File: src/rtl/uart_pkg.sv
// ---------------------------------------------------------------------------
// uart_pkg
// Shared definitions for the UART blocks: receiver state encoding and the
// default bit period. The transmitter uses the same values so both ends of
// the link agree on timing and state numbering.
// ---------------------------------------------------------------------------
package uart_pkg;

    // 100 MHz system clock / 115200 baud
    localparam int DEFAULT_CLKS_PER_BIT = 868;

    localparam logic [2:0] ST_IDLE  = 3'd0;
    localparam logic [2:0] ST_START = 3'd1;
    localparam logic [2:0] ST_DATA  = 3'd2;
    localparam logic [2:0] ST_STOP  = 3'd3;
    localparam logic [2:0] ST_BREAK = 3'd4;

    typedef enum logic [2:0] {
        IDLE  = ST_IDLE,
        START = ST_START,
        DATA  = ST_DATA,
        STOP  = ST_STOP,
        BREAK = ST_BREAK
    } uart_state_t;

endpackage

File: src/rtl/uart_rx_byte.sv
// ---------------------------------------------------------------------------
// uart_rx_byte
// 8N1 byte receiver: 2-flop synchroniser on rx followed by the bit-level FSM.
//
// Ports:
//   clk, reset   system clock, asynchronous active-high reset
//   rx           raw serial line (idle high)
//   byte_done    combinational strobe on the cycle a good stop bit is sampled
//   frame_bad    combinational strobe on the cycle a bad stop bit is sampled
//   shift_byte   assembled byte (valid while byte_done is high)
//   byte_valid   registered one-cycle pulse per good byte
//   byte_data    last good byte
//   frame_err    registered one-cycle pulse per framing error
// ---------------------------------------------------------------------------
module uart_rx_byte
    import uart_pkg::*;
#(
    parameter int CLKS_PER_BIT = DEFAULT_CLKS_PER_BIT
) (
    input  logic       clk,
    input  logic       reset,
    input  logic       rx,
    output logic       byte_done,
    output logic       frame_bad,
    output logic [7:0] shift_byte,
    output logic       byte_valid,
    output logic [7:0] byte_data,
    output logic       frame_err
);

    localparam int BAUD_W = $clog2(CLKS_PER_BIT);
    localparam logic [BAUD_W-1:0] HALF_LAST = BAUD_W'(CLKS_PER_BIT / 2 - 1);
    localparam logic [BAUD_W-1:0] BIT_LAST  = BAUD_W'(CLKS_PER_BIT - 1);

    logic              rx_meta;
    logic              rx_s;
    uart_state_t       state, state_nxt;
    logic [BAUD_W-1:0] baud_cnt, baud_nxt;
    logic [2:0]        bit_cnt, bit_nxt;
    logic [7:0]        shift, shift_nxt;

    // Synchroniser flops reset to 1 so a reset never looks like a start bit.
    always_ff @(posedge clk or posedge reset) begin
        if (reset) begin
            rx_meta    <= 1'b1;
            rx_s       <= 1'b1;
            state      <= IDLE;
            baud_cnt   <= '0;
            bit_cnt    <= '0;
            shift      <= '0;
            byte_valid <= 1'b0;
            byte_data  <= '0;
            frame_err  <= 1'b0;
        end else begin
            rx_meta    <= rx;
            rx_s       <= rx_meta;
            state      <= state_nxt;
            baud_cnt   <= baud_nxt;
            bit_cnt    <= bit_nxt;
            shift      <= shift_nxt;
            byte_valid <= byte_done;
            frame_err  <= frame_bad;
            if (byte_done) begin
                byte_data <= shift;
            end
        end
    end

    always_comb begin
        state_nxt = state;
        baud_nxt  = baud_cnt;
        bit_nxt   = bit_cnt;
        shift_nxt = shift;
        byte_done = 1'b0;
        frame_bad = 1'b0;
        case (state)
            IDLE: begin
                if (!rx_s) begin
                    state_nxt = START;
                    baud_nxt  = '0;
                end
            end
            // Re-check the line half a bit in: a short low pulse is a glitch.
            START: begin
                if (baud_cnt == HALF_LAST) begin
                    baud_nxt = '0;
                    if (rx_s) begin
                        state_nxt = IDLE;
                    end else begin
                        state_nxt = DATA;
                        bit_nxt   = '0;
                    end
                end else begin
                    baud_nxt = baud_cnt + 1'b1;
                end
            end
            DATA: begin
                if (baud_cnt == BIT_LAST) begin
                    baud_nxt           = '0;
                    shift_nxt[bit_cnt] = rx_s;
                    bit_nxt            = bit_cnt + 1'b1;
                    if (bit_cnt == 3'd7) begin
                        state_nxt = STOP;
                    end
                end else begin
                    baud_nxt = baud_cnt + 1'b1;
                end
            end
            STOP: begin
                if (baud_cnt == BIT_LAST) begin
                    baud_nxt = '0;
                    if (rx_s) begin
                        byte_done = 1'b1;
                        state_nxt = IDLE;
                    end else begin
                        frame_bad = 1'b1;
                        state_nxt = BREAK;
                    end
                end else begin
                    baud_nxt = baud_cnt + 1'b1;
                end
            end
            // A line held low must return high before another start bit counts.
            BREAK: begin
                if (rx_s) begin
                    state_nxt = IDLE;
                end
            end
            default: state_nxt = IDLE;
        endcase
    end

    assign shift_byte = shift;

endmodule

File: src/rtl/uart_rx_word.sv
// ---------------------------------------------------------------------------
// uart_rx_word
// 8N1 UART receiver that packs bytes LSB-first into WIDTH-bit words for the
// receive FIFO. Framing errors and clear drop the partial word.
// WIDTH must be a multiple of 8 and at least 16.
//
// Ports:
//   clk, reset   system clock, asynchronous active-high reset
//   rx           serial line (idle high)
//   clear        synchronous; discard the partially assembled word
//   write        one-cycle pulse, data_out holds a complete word
//   data_out     last completed word, byte 0 in [7:0]
//   byte_valid   one-cycle pulse per good byte
//   byte_data    last good byte
//   frame_err    one-cycle pulse on a bad stop bit
//   byte_idx     bytes already held in the current partial word
// ---------------------------------------------------------------------------
module uart_rx_word
    import uart_pkg::*;
#(
    parameter int CLKS_PER_BIT = DEFAULT_CLKS_PER_BIT,
    parameter int WIDTH        = 32
) (
    input  logic                         clk,
    input  logic                         reset,
    input  logic                         rx,
    input  logic                         clear,
    output logic                         write,
    output logic [WIDTH-1:0]             data_out,
    output logic                         byte_valid,
    output logic [7:0]                   byte_data,
    output logic                         frame_err,
    output logic [$clog2(WIDTH/8)-1:0]   byte_idx
);

    localparam int BYTES = WIDTH / 8;
    localparam int IDX_W = $clog2(BYTES);
    localparam logic [IDX_W-1:0] IDX_LAST = IDX_W'(BYTES - 1);

    logic             byte_done;
    logic             frame_bad;
    logic [7:0]       shift_byte;
    // The last byte goes straight to data_out, so only BYTES-1 are buffered.
    logic [WIDTH-9:0] word_buf;

    uart_rx_byte #(
        .CLKS_PER_BIT (CLKS_PER_BIT)
    ) u_byte (
        .clk        (clk),
        .reset      (reset),
        .rx         (rx),
        .byte_done  (byte_done),
        .frame_bad  (frame_bad),
        .shift_byte (shift_byte),
        .byte_valid (byte_valid),
        .byte_data  (byte_data),
        .frame_err  (frame_err)
    );

    // Packer runs off the pre-registration strobes so write lands on the
    // same cycle as byte_valid. clear takes priority over a completing byte.
    always_ff @(posedge clk or posedge reset) begin
        if (reset) begin
            byte_idx <= '0;
            word_buf <= '0;
            data_out <= '0;
            write    <= 1'b0;
        end else begin
            write <= 1'b0;
            if (clear || frame_bad) begin
                byte_idx <= '0;
            end else if (byte_done) begin
                if (byte_idx == IDX_LAST) begin
                    write    <= 1'b1;
                    data_out <= {shift_byte, word_buf};
                    byte_idx <= '0;
                end else begin
                    word_buf[{byte_idx, 3'b000} +: 8] <= shift_byte;
                    byte_idx <= byte_idx + 1'b1;
                end
            end
        end
    end

endmodule

File: config.mk
export PLATFORM = sky130hd
export DESIGN_NAME = uart_rx_word
export DESIGN_NICKNAME = d
export VERILOG_FILES = /design/src/rtl/uart_pkg.sv /design/src/rtl/uart_rx_byte.sv /design/src/rtl/uart_rx_word.sv
export SDC_FILE = /design/constraint.sdc
export NUM_CORES = 1
export LEC_CHECK = 0
export ABC_AREA = 1
export CORE_UTILIZATION = 56
export CTS_CLUSTER_DIAMETER = 30
export DETAILED_ROUTE_END_ITERATION = 6
export GPL_ROUTABILITY_DRIVEN = 0
export HOLD_SLACK_MARGIN = 0.15
export PLACE_DENSITY = 0.83
export SYNTH_ARGS = -nofsm -noshare
export SYNTH_HDL_FRONTEND = slang
export SYNTH_SLANG_ARGS = --single-unit
File: constraint.sdc
create_clock -name clk -period 4.4 [get_ports clk]
set_input_delay 1.32 -clock clk [delete_from_list [all_inputs] [get_ports clk]]
set_output_delay 1.32 -clock clk [all_outputs]
set_load 0.005 [all_outputs]
==> summary.md <==
| Metric | Value |
|---|---|
| Result of the run | `finished, final reports clean` |
| Average cell area after synthesis | `8.211 um^2` |
| Sequential Power Share | `0.572` |
| Area growth syn-to-layout | `16.07%` |
| Fin crit share | `0.6733` |
| Largest net degree at the start of global routing | `43` |
| Cts bufs inserted | `9` |
| Final ANT Viol Nets | `0` |
| CTS Sinks | `95` |
| Initial antenna violation count | `0` |
| Row cnt | `32` |
| Chip width | `91.72 um` |
| FF/Latch Area | `2380 um^2` |
| Netlist Area Pre-Place | `4508 um^2` |
| Die H | `91.72 um` |
| Switching power | `369.9 uW` |
| Worst Path Buf+Inv | `2` |
| Detailed Routing Iterations Pass 1 | `5` |
| Slew Limit Fails | `0` |
| CTS max path bufs | `2` |
| Crit-path most repeated cell | `nand2_1` |
| Port Buffers | `48` |
| Max_slew headroom | `0.3145` |
| DR DRC count | `0` |
| Setup crit start kind | `primary input` |
| Clk Latency, worst-skew pair | `370 ps` |
| Commonest non-fill, non-tap cells in the layout | `190 x nand2_1, 93 x dfrtp_1, 52 x nor2_1, 48 x clkdlybuf4s50_1, 46 x inv_1` |
| Hold Path Class | `reg2reg` |
| Design area | `5233 um^2` |
| First-pass GRT wire length | `15810 um` |
| Setup CP Type | `in2reg` |
| Fmax | `337.6 MHz` |
| Core area | `7767 um^2` |
| Worst path max stage delay | `880 ps` |
| Placed cell area | `5014 um^2` |
| Diodes inserted | `0` |
| Ratio of cells with drive above 1 in the final layout | `0.07358` |
| Multi-input gate area | `1814 um^2` |
| P_leak | `0.002642 uW` |
| Detailed Place HPWL | `6746 um` |
| GR Layer Usage met2 | `0.4123` |
| Synth top area share | `0.5162` |
| Logic pwr share | `0.019` |
| DR iter-0 viols | `159` |
| All-Layer GR Usage | `0.2402` |
| Final setup violation count | `0` |
| H-tree levels | `3` |
| Ys Warns | `0` |
| # fillers | `650` |
| Critical Path Sink Type | `register` |
| CTS Hold Bufs | `0` |
| Mapped Cells | `549` |
| Synth Net Count | `562` |
| CTS resizes | `0` |
| Crit-path max FO | `33` |
| Reg-to-reg setup timing slack | `1840 ps` |
| Vias per inst | `5.161` |
| Routed WL | `9202 um` |
| Vias in the first global route | `3457` |
| Detailed-route via count | `3613` |
| Area contributors post-synth | `dfrtp_1 52%, nand2_1 16%, nor2_1 4.3%` |
| Distinct cells, synth | `31` |
| CTS root buf | `clkbuf_8` |
| Critical path's slowest cell | `nor2_2` |
| Power Dens Cells | `292.2 nW/um^2` |
| Minimum clock period | `2962 ps` |
| Clock network power share | `0.409` |
| IO Pins | `49` |
| Clock transition at the registers of the reported paths | `100 ps` |
| Nets | `606` |
| Seq/Total Area, Yosys | `0.5279` |
| Die area | `8413 um^2` |
| Total gr overflow | `0` |
| Max VDD drop | `212.8 uV` |
| Worst-margin pin slew | `1027 ps` |
| Initial core utilization | `0.5804` |
| Setup Skew | `11.63 ps` |
| CP delay by family, top | `simple AND/OR/NAND/NOR gates` |
| Met3 usage | `0.04809` |
| Worst Path Required | `4710 ps` |
| RSZ-0062 raised after global routing | `no` |
| Final hold vios | `0` |
| Commonest non-fill, non-tap cell in the layout | `nand2_1` |
| Switching power share of the total | `0.2419` |
| Synth area leader | `dfrtp_1` |
| Final setup TNS | `0 ps` |
| DR WL/cell | `13.15 um` |
| Crit-path cells | `clkdlybuf4s50_1 > inv_1 > nand2_4 > nor2_2 > nand2_1 > nand2_1` |
| Final hold slack | `374.1 ps` |
| Max Cap Violations | `0` |
| Met1 Use GR | `0.3058` |
| CTS tree | `yes` |
| Worst Path Arrival | `3270 ps` |
| Post-CTS Setup Bufs | `0` |
| Busiest grt layer | `met2` |
| Seq cells post-synth | `95` |
| Internal | `1159 uW` |
==> stage by stage <==
step,setup slack (ps),power [uW],cells,utilization
5_1_grt,1304,1583,700,0.6736
4_1_cts,1438,1542,700,0.6736
2_1_floorplan,606.3,912.5,549,-
6_report,1438,1529,700,0.6736
3_5_place_dp,1044,922.5,684,0.6455
3_3_place_gp,1103,922.0,684,0.6455
==> logic make-up after synthesis <==
family,after synthesis,share of synthesized area
simple gates,313,0.3011
flops,95,0.5279
buf+inv,68,0.06966
compound gates,60,0.06855
fa+ha+maj,9,0.02498
xor+xnor,4,0.007771
==> worst register-to-register path, delay by kind of cell (launching register included) <==
family,cells,cell delay (ps)
AND/OR/NAND/NOR,6,1570
flip-flops,1,420
adder cells (fa/ha/maj),1,280
buffers and inverters,1,230
==> sequential cells by signal, indices dropped and copies added, names as in the netlist <==
register and cells:
data_out 32, word_buf 24, u_byte.baud_cnt 10, u_byte.byte_data 8, u_byte.shift_byte 8, u_byte.bit_cnt 3
u_byte.state 3, byte_idx 2, u_byte.byte_valid 1, u_byte.frame_err 1, u_byte.rx_meta 1, u_byte.rx_s 1
write 1
==> synthesized netlist by cell type <==
cell type,count
buf_2,9
a21boi_0,1
clkbuf_1,1
nor4_1,1
nor2_8,1
inv_2,3
nand3_2,4
o21ai_1,21
nor3_1,6
nand4_1,8
buf_6,6
inv_1,47
dfrtp_1,93
nor3_2,3
clkbuf_2,2
dfstp_2,2
o21ai_0,30
nand2_1,190
xor2_1,4
nor2_1,52
nand2_4,1
o21a_1,1
nand3_1,36
nand2_2,4
nor2_4,2
o21ai_2,1
ha_1,9
nor3b_1,1
nand3b_1,1
nor2_2,3
a21oi_1,6
==> path summary, 6_finish.rpt <==
kind,from,end,depth (start not counted)
setup reg to reg,u_byte.baud_cnt[0]$_DFFE_PP0P_,data_out[24]$_DFFE_PP0P_,8
hold / removal,u_byte.rx_meta$_DFF_PP1_,u_byte.rx_s$_DFF_PP1_,0
hold reg to reg,u_byte.rx_meta$_DFF_PP1_,u_byte.rx_s$_DFF_PP1_,0
min in group asynchronous,reset,data_out[18]$_DFFE_PP0P_,2
setup / recovery,clear,data_out[24]$_DFFE_PP0P_,6
max in group asynchronous,reset,u_byte.rx_s$_DFF_PP1_,3
==> power by group through the flow <==
stage	clock [uW]	sequential (uW)	combinational, uW
floorplan	0	892	20.6
global placement	0	892	30.0
detailed placement	0	892	30.6
CTS	636	875	30.7
global route	673	875	34.4
finish	625	875	29.2
==> routing by layer <==
layer | share of wire | vias up
li1 | - | 1823
met1 | 0.45 | 1691
met2 | 0.50 | 83
met3 | 0.036 | 16
met4 | 0.016 | 0
met5 | 0 | -
==> final cells by class <==
class,instances,share of cell area
sequential,95,0.4548
multi-input combinational,386,0.3467
timing repair buffer,51,0.09613
inverter,50,0.03611
tap,102,0.02439
clock buffer,9,0.02367
clock inverter,7,0.01817
Power figures use the tool's default switching activity.
